File: config.mk
export PLATFORM = sky130hd
export DESIGN_NAME = seg7_scan_driver
export DESIGN_NICKNAME = d
export VERILOG_FILES = /design/src/rtl/seg7_scan_driver.sv
export SDC_FILE = /design/constraint.sdc
export NUM_CORES = 1
export LEC_CHECK = 0
export ABC_AREA = 1
export CORE_MARGIN = 4
export CORE_UTILIZATION = 45
export DETAILED_ROUTE_END_ITERATION = 8
export PLACE_DENSITY = 0.78
export SYNTH_ARGS = -nofsm -noshare
export SYNTH_HDL_FRONTEND = slang
export SYNTH_SLANG_ARGS = --single-unit
File: constraint.sdc
create_clock -name clk -period 7.1 [get_ports clk]
set_input_delay 2.13 -clock clk [delete_from_list [all_inputs] [get_ports clk]]
set_output_delay 2.13 -clock clk [all_outputs]
set_load 0.005 [all_outputs]
File: src/rtl/seg7_scan_driver.sv
// Multiplexed hex 7-segment scan driver with refresh prescaler, double-buffered load,
// frame-aligned shadow update, leading-zero blanking and an anode guard after each digit switch.
// Optional feature: define SEG7_BLINK_EN to add a 24-bit blink counter and per-digit blink mask.
// All display outputs (HEX, AN, pend_o) are registered; frame_o is decoded from registered state.

module seg7_scan_driver #(
  parameter int unsigned NUM_DIGITS  = 8,
  parameter int unsigned REFRESH_DIV = 100000,
  parameter int unsigned GUARD_CYC   = 2,
  parameter int unsigned LZ_BLANK    = 1
) (
  input  logic                    clk,
  input  logic                    rst,
  input  logic                    load_i,
  input  logic [4*NUM_DIGITS-1:0] value_i,
  input  logic [NUM_DIGITS-1:0]   dp_i,
  input  logic [NUM_DIGITS-1:0]   en_i,
  input  logic [NUM_DIGITS-1:0]   blink_i,
  output logic [7:0]              HEX,
  output logic [NUM_DIGITS-1:0]   AN,
  output logic                    pend_o,
  output logic                    frame_o
);

  localparam int unsigned CntW = (REFRESH_DIV > 1) ? $clog2(REFRESH_DIV) : 1;
  localparam int unsigned IdxW = (NUM_DIGITS > 1) ? $clog2(NUM_DIGITS) : 1;

  localparam logic [CntW-1:0] CntLast  = CntW'(REFRESH_DIV - 1);
  localparam logic [IdxW-1:0] IdxLast  = IdxW'(NUM_DIGITS - 1);
  localparam logic [CntW-1:0] GuardLen = CntW'(GUARD_CYC);

  typedef logic [NUM_DIGITS-1:0][3:0] nib_arr_t;

  // Hex nibble to active-low g..a segments; bit 7 (dp) left dark here.
  function automatic logic [7:0] seg_decode(input logic [3:0] nib);
    logic [7:0] seg;
    unique case (nib)
      4'h0: seg = 8'hC0;
      4'h1: seg = 8'hF9;
      4'h2: seg = 8'hA4;
      4'h3: seg = 8'hB0;
      4'h4: seg = 8'h99;
      4'h5: seg = 8'h92;
      4'h6: seg = 8'h82;
      4'h7: seg = 8'hF8;
      4'h8: seg = 8'h80;
      4'h9: seg = 8'h90;
      4'hA: seg = 8'h88;
      4'hB: seg = 8'h83;
      4'hC: seg = 8'hC6;
      4'hD: seg = 8'hA1;
      4'hE: seg = 8'h86;
      4'hF: seg = 8'h8E;
    endcase
    return seg;
  endfunction

  logic [CntW-1:0]       cnt_q, cnt_d;
  logic [IdxW-1:0]       idx_q, idx_d;
  logic                  pend_q, pend_d;
  nib_arr_t              pval_q, pval_d, sval_q, sval_d;
  logic [NUM_DIGITS-1:0] pdp_q, pdp_d, sdp_q, sdp_d;
  logic [NUM_DIGITS-1:0] pen_q, pen_d, sen_q, sen_d;
  logic [7:0]            hex_q, hex_d;
  logic [NUM_DIGITS-1:0] an_q, an_d;

  logic                  tick, wrap;
  logic [NUM_DIGITS-1:0] zero_dig, lz_blank;
  logic                  lz_run;
  logic                  blink_dark;
  logic                  visible;
  logic                  guard;
  logic [7:0]            glyph;

  assign tick    = (cnt_q == CntLast);
  assign wrap    = tick && (idx_q == IdxLast);
  // Wrap is decoded from registered counters, so the pulse lands in the wrap-tick cycle.
  assign frame_o = wrap;
  assign HEX     = hex_q;
  assign AN      = an_q;
  assign pend_o  = pend_q;

  // Prescaler and scan index next state.
  always_comb begin
    cnt_d = cnt_q + CntW'(1);
    idx_d = idx_q;
    if (tick) begin
      cnt_d = '0;
      idx_d = (idx_q == IdxLast) ? '0 : idx_q + IdxW'(1);
    end
  end

  // Pending buffer captures loads; shadow only changes on the frame wrap so a frame never tears.
  always_comb begin
    pval_d = pval_q;
    pdp_d  = pdp_q;
    pen_d  = pen_q;
    pend_d = pend_q;
    sval_d = sval_q;
    sdp_d  = sdp_q;
    sen_d  = sen_q;
    if (load_i) begin
      pval_d = value_i;
      pdp_d  = dp_i;
      pen_d  = en_i;
      pend_d = 1'b1;
    end
    if (wrap) begin
      // A load landing on the wrap tick bypasses pending and is never reported as pending.
      sval_d = load_i ? nib_arr_t'(value_i) : pval_q;
      sdp_d  = load_i ? dp_i : pdp_q;
      sen_d  = load_i ? en_i : pen_q;
      pend_d = 1'b0;
    end
  end

  // Leading-zero blanking walks down from the top digit; disabled digits count as zero.
  always_comb begin
    lz_run   = 1'b1;
    lz_blank = '0;
    for (int k = 0; k < NUM_DIGITS; k++) begin
      zero_dig[k] = (sval_d[k] == 4'h0) || !sen_d[k];
    end
    for (int k = NUM_DIGITS - 1; k > 0; k--) begin
      lz_run      = lz_run & zero_dig[k];
      lz_blank[k] = lz_run & (LZ_BLANK != 0);
    end
  end

`ifdef SEG7_BLINK_EN
  logic [NUM_DIGITS-1:0] pblk_q, pblk_d, sblk_q, sblk_d;
  logic [23:0]           blink_cnt_q;

  // Blink mask follows the same pending/shadow path as the other digit attributes.
  always_comb begin
    pblk_d = pblk_q;
    sblk_d = sblk_q;
    if (load_i) begin
      pblk_d = blink_i;
    end
    if (wrap) begin
      sblk_d = load_i ? blink_i : pblk_q;
    end
  end

  // Free-running blink phase counter plus blink buffers.
  always_ff @(posedge clk or posedge rst) begin
    if (rst) begin
      blink_cnt_q <= '0;
      pblk_q      <= '0;
      sblk_q      <= '0;
    end else begin
      blink_cnt_q <= blink_cnt_q + 24'd1;
      pblk_q      <= pblk_d;
      sblk_q      <= sblk_d;
    end
  end

  assign blink_dark = sblk_d[idx_d] & blink_cnt_q[23];
`else
  logic unused_blink;
  assign unused_blink = ^blink_i;
  assign blink_dark   = 1'b0;
`endif

  // Output glyph and anode pattern for the slot the scan is about to show.
  always_comb begin
    glyph   = seg_decode(sval_d[idx_d]);
    visible = sen_d[idx_d] && !lz_blank[idx_d] && !blink_dark;
    guard   = (cnt_d < GuardLen);
    hex_d   = 8'hFF;
    an_d    = '1;
    if (visible) begin
      hex_d = {~sdp_d[idx_d], glyph[6:0]};
      if (!guard) begin
        an_d[idx_d] = 1'b0;
      end
    end
  end

  // State and registered outputs.
  always_ff @(posedge clk or posedge rst) begin
    if (rst) begin
      cnt_q  <= '0;
      idx_q  <= '0;
      pend_q <= 1'b0;
      pval_q <= '0;
      pdp_q  <= '0;
      pen_q  <= '0;
      sval_q <= '0;
      sdp_q  <= '0;
      sen_q  <= '0;
      hex_q  <= 8'hFF;
      an_q   <= '1;
    end else begin
      cnt_q  <= cnt_d;
      idx_q  <= idx_d;
      pend_q <= pend_d;
      pval_q <= pval_d;
      pdp_q  <= pdp_d;
      pen_q  <= pen_d;
      sval_q <= sval_d;
      sdp_q  <= sdp_d;
      sen_q  <= sen_d;
      hex_q  <= hex_d;
      an_q   <= an_d;
    end
  end

endmodule

**Word-level counts from Yosys, hierarchy flattened**

Memories as Yosys holds them, arrays and structs flattened.
Index checks and enable logic that the tools add are counted.

- $add $sub $neg: 2
- Order comparisons: 3
- Equality and inequality tests: 2
- Mux-type cells: 24
- Bitwise operators: 8
- Reductions and logical operators: 26

Operator list:

| kind | count |
|---|---|
| two-way mux 32 bit | 2 |
| two-way mux 8 bit | 7 |
| zero test 4 bit | 7 |
| adder 17 x 1 -> 17 bit (second input constant) | 1 |
| equality test 17 bit (second input constant) | 1 |
| less-than comparator 17 x 2 -> 1 bit (second input constant) | 1 |
| two-way mux 17 bit | 1 |
| binary-select mux 4 bit (select 3 bit) | 1 |
| binary-select mux 1 bit (select 3 bit) | 3 |
| zero test 1 bit | 8 |
| NOT 8 bit | 1 |
| logical OR 1 bit | 7 |
| AND 1 bit | 6 |
| two-way mux 1 bit | 6 |
| two-way mux 3 bit | 2 |
| less-than comparator 3 x 4 -> 1 bit (second input constant) | 1 |
| two-way mux 4 bit | 1 |
| adder 3 x 1 -> 3 bit (second input constant) | 1 |
| demux 1 bit (select 3 bit) | 1 |
| equality test 3 bit (second input constant) | 1 |
| greater-or-equal comparator 3 x 1 -> 1 bit (second input constant) | 1 |
| logical AND 1 bit | 3 |
| nonzero test 2 bit | 1 |
| NOT 1 bit | 1 |

- Register bits after elaboration: 133
- ROM bits: 112
- Output and inout bits: 18
- Memories: 1

Memory list:

| name | depth | width | rd ports | clocked after memory_dff | write ports | line | text |
|---|---|---|---|---|---|---|---|
| (no name shown) | 16 | 7 | 1 | 0 | 0 | 37 | `unique case (nib)` |

**Longest topological paths before layout**

- Word-level depth: 16
- Mapped depth: 21
- Mapped depth without buffers: 20

**Least setup slack after synthesis**

Ideal clock, no wire load.

- Kind: input to register
- From: in load_i
- To: reg hex_q[3] (netlist: HEX[3])
- Data arrival time: 4134 ps
- Setup slack: 2906 ps
- Stages on the path: 15
- Path buffers: 2
- Cells stage by stage: buf_1 -> buf_1 -> mux2i_1 -> inv_1 -> o21ai_1 -> nor2_1 -> nor2_1 -> nand2_1 -> nor2_1 -> ha_1 -> inv_1 -> nand2_1 -> nand3_1 -> nand2_1 -> nand2_1

- Longest elaborated chain between the ends: 15

Ends and longest elaborated chain:

| item | line | text |
|---|---|---|
| start: declaration | 14 | `input logic load_i,` |
| two-way mux 32 bit or two-way mux 8 bit (tied branches) | -- |  |
| two-way mux 32 bit or two-way mux 8 bit (tied branches) | 108 | `if (wrap) begin` |
| zero test 4 bit or zero test 1 bit (tied branches) | 122 | `zero_dig[k] = (sval_d[k] == 4'h0) \|\| !sen_d[k];` |
| logical OR 1 bit | 122 |  |
| AND 1 bit (6 in series) | 125 | `lz_run = lz_run & zero_dig[k];` |
| binary-select mux 1 bit (select 3 bit) | 169 | `visible = sen_d[idx_d] && !lz_blank[idx_d] && !blink_dark;` |
| two-way mux 1 bit (implied by the code) | 169 |  |
| zero test 1 bit | 169 |  |
| logical AND 1 bit | 169 |  |
| two-way mux 8 bit * | 173 | `if (visible) begin` |
| named net hex_d[3] | 64 | `logic [7:0] hex_q, hex_d;` |
| end signal: assignment | 193 | `hex_q <= 8'hFF;` |
| end signal: assignment | 205 | `hex_q <= hex_d;` |
| end: declaration | 64 |  |

The timed path passes the listed nets; every way through them passes the cells marked *. The select of a mux whose other input is x is not followed.
A chain may end at the register's enable or synchronous reset.

**Final worst setup path**

- From: in load_i
- To: reg hex_q[0] (netlist: HEX[0])

Same word-level chain as after synthesis.

==> flow_summary_export.csv <==
group,metric,value,unit
floorplanning,initial_core_util,46.65,%
route,viasPerCell,5.027,
clocking,numClockSinks,133,
sta,skew,0.008882,ns
floorplanning,io_pins,77,
hold_path,holdPathStages,2,
global_route,grt_max_degree,59,
route,ant_nets,0,
power,p_leak,4.164,nW
global_route,grt_pass1_wl,26360,um
sta,tightest_slew,0.9106,ns
route,detail_route.iter0.violations,388,
final_layout,fin_util,56.31,%
hold_path,hold_class,"reg2reg",
sta,max_freq,0.2267,GHz
route,drt-total-wl,15920,um
yosys,synth_nets,903,
place,dpl-instance-area,0.007395,mm2
clocking,ctsHoldBuffers,0,
final_layout,antenna_cells,0,
route,vias,5520,
critical_path,cp.depth,15,
floorplanning,dieArea,0.01661,mm2
floorplanning,core_area,0.01410,mm2
floorplanning,num_rows,43,
yosys,synth_top_flop_cell,"dfrtp_1",
power,ir_drop,179.7,uV
place,hpwl,11270,um
yosys,synthArstFlopShare,100.0,%
clocking,htree_levels,4,
place,globalplace.congestion,0.9656,
sta,rsz0062_at_grt,"no",
floorplanning,die_w,128.9,um
route,dr.pass1.iters,7,
place,io_buffers,68,
clocking,cts_resized,0,
critical_path,crit_family,"simple AND/OR/NAND/NOR gates",
critical_path,cpPeakStageDelay,0.44,ns
sta,drv_slew,0,
clocking,cts_buffer_depth,2,
final_layout,layout_commonest_cell,"nand2_1",
floorplanning,die_h,128.9,um
critical_path,path_max_fanout,33,
global_route,gr-total-overflow,0,
clocking,cts_root_buf,"clkbuf_16",
yosys,synth_seq_area_share,50.91,%
final_layout,area_growth,20.70,%
sta,setup_viol,0,
critical_path,critical_path.slowest_cell,"or2_2",
global_route,grt_usage,20.44,%
final_layout,final_cell_mix,"263 x nand2_1, 117 x dfrtp_1, 113 x inv_1",
flow_run,maxCapViolCount,0,
power,powerDensity,212.6,mW/mm2
sta,slew_headroom,39.23,%
critical_path,cp_num_buf_inv,4,
global_route,grt_pass1_vias,5450,
power,fin_total_pwr,1.688,mW
yosys,yosysTopAreaCell,"dfrtp_1",
final_layout,finalNetCount,973,
global_route,antenna_found_initial,0,
yosys,netlist-cell-type-count,36,
route,drc,0,
final_layout,drive_gt1_share,11.00,%
final_layout,stdcell_area,0.007938,mm2
sta,hold_viol,0,
critical_path,crit_arrival,4.74,ns
yosys,yosys_warnings,0,
route,routedWlPerCell,14.50,um
clocking,cts_setup_buffers,0,
clocking,clock_latency,0.42,ns
critical_path,setup.worst_path.class,"in2reg",
yosys,synth-seq-cells,133,
yosys,synth-edff-count,0,
sta,timing.setup.tns,0,ns
critical_path,cp.required,7.43,ns
sta,fin_hold_ws,0.4659,ns
sta,period_share,62.13,%
yosys,syn_avg_cell_area,7.876,um2
yosys,synth_top_area_share,44.52,%
yosys,syn_inst,835,
yosys,synth_area_leaders,"dfrtp_1 45%, nand2_1 15%, inv_1 6.5%",
critical_path,startpoint_type,"input port",
clocking,clkTransAtPathRegs,0.05,ns
yosys,netlist_area,0.006576,mm2
sta,min_period,4.411,ns
critical_path,worstRegToRegCells,16,
clocking,cts_buffers,17,
critical_path,cp-end-kind,"flip-flop",
critical_path,crit_top_cell,"inv_1",
clocking,cts_tree,"done",
outcome,status,"complete, no violations",
critical_path,cp_cell_sequence,"buf_2 -> inv_1 -> or2_2 -> o21ai_0 -> inv_1 -> o21ai_0 -> nor2_1 -> nor2_1 -> nand2_1 -> nor2_2 -> inv_1 -> ha_1 -> or2_0 -> nand2_1 -> nand3_1",
through the flow:
stage | instances | worst slack [ns]
after floorplan | 835 | 1.442
after global placement | 1066 | 2.288
after detailed placement | 1066 | 2.265
after CTS | 1098 | 2.702
after global routing | 1098 | 2.412
final | 1098 | 2.689
final timing paths:
check	start	end	slack [ns]
min in group asynchronous	rst	cnt_q[14]	2.12
min	pval_q[6]	pval_q[6]	0.47
max reg2reg	cnt_q[0]	HEX[0]	3.81
min reg2reg	pval_q[6]	pval_q[6]	0.47
max in group asynchronous	rst	pen_q[4]	3.93
max	load_i	HEX[0]	2.69
logic make-up after synthesis:
| group | after synthesis | synth area share [%] |
|---|---|---|
| adders and majority gates | 9 | 1.712 |
| xor gates and xnor gates | 5 | 0.6659 |
| DFF | 133 | 50.91 |
| muxes | 7 | 1.065 |
| and+or+nand+nor | 470 | 31.20 |
| AOI/OAI and AO/OA | 68 | 5.612 |
| buffers and inverters | 143 | 8.828 |
power by group:
group,switching [mW],internal [mW],total (mW)
logic,0.0492,0.0402,0.0894
clock network,0.302,0.506,0.808
registers,0.00649,0.784,0.790
worst min-delay path: cells and delay by family, from the launching register on:
family | cells | cell delay, ns
flip-flops | 1 | 0.31
AND/OR/NAND/NOR | 2 | 0.12
sequential cells by signal, summed over array words and instances (netlist names):
register / flops
sval_q: 32
pdp_q: 8
pen_q: 8
sen_q: 8
pval_q: 32
HEX: 8
pend_o: 1
AN: 8
idx_q: 3
sdp_q: 8
cnt_q: 17
Yosys cell counts (2+ instances only):
| library cell | count |
|---|---|
| buf_1 | 2 |
| buf_2 | 8 |
| buf_6 | 4 |
| clkbuf_1 | 8 |
| dfrtp_1 | 117 |
| dfstp_2 | 16 |
| ha_1 | 9 |
| inv_1 | 114 |
| inv_2 | 6 |
| mux2i_1 | 7 |
| nand2_1 | 263 |
| nand2_2 | 5 |
| nand3_1 | 54 |
| nand3_2 | 2 |
| nand3b_1 | 3 |
| nand4_1 | 7 |
| nor2_1 | 86 |
| nor2_2 | 5 |
| nor2_4 | 3 |
| nor3_1 | 7 |
| nor4_1 | 6 |
| o211ai_1 | 2 |
| o21ai_0 | 32 |
| o21ai_1 | 26 |
| o21ai_2 | 2 |
| o22ai_1 | 4 |
| or2_2 | 24 |
| xor2_1 | 5 |
layout make-up:
cell class	count	area, um2
Fill cell	1292	6158
Sequential cell	133	3348
Multi-Input combinational cell	559	2648
Timing Repair Buffer	74	720.7
Clock buffer	27	493.0
Inverter	120	452.9
Tap cell	180	225.2
Clock inverter	5	50.05
per-layer routing:
metal | vias up | GRT usage, % | share of wire [%]
li1 | 2724 | - | -
met3 | 28 | 5.521 | 5.9
met2 | 171 | 33.29 | 47
met1 | 2597 | 26.20 | 44
met5 | - | 0 | 0
met4 | 0 | 7.659 | 2.7
(Power assumes the default switching activity.)
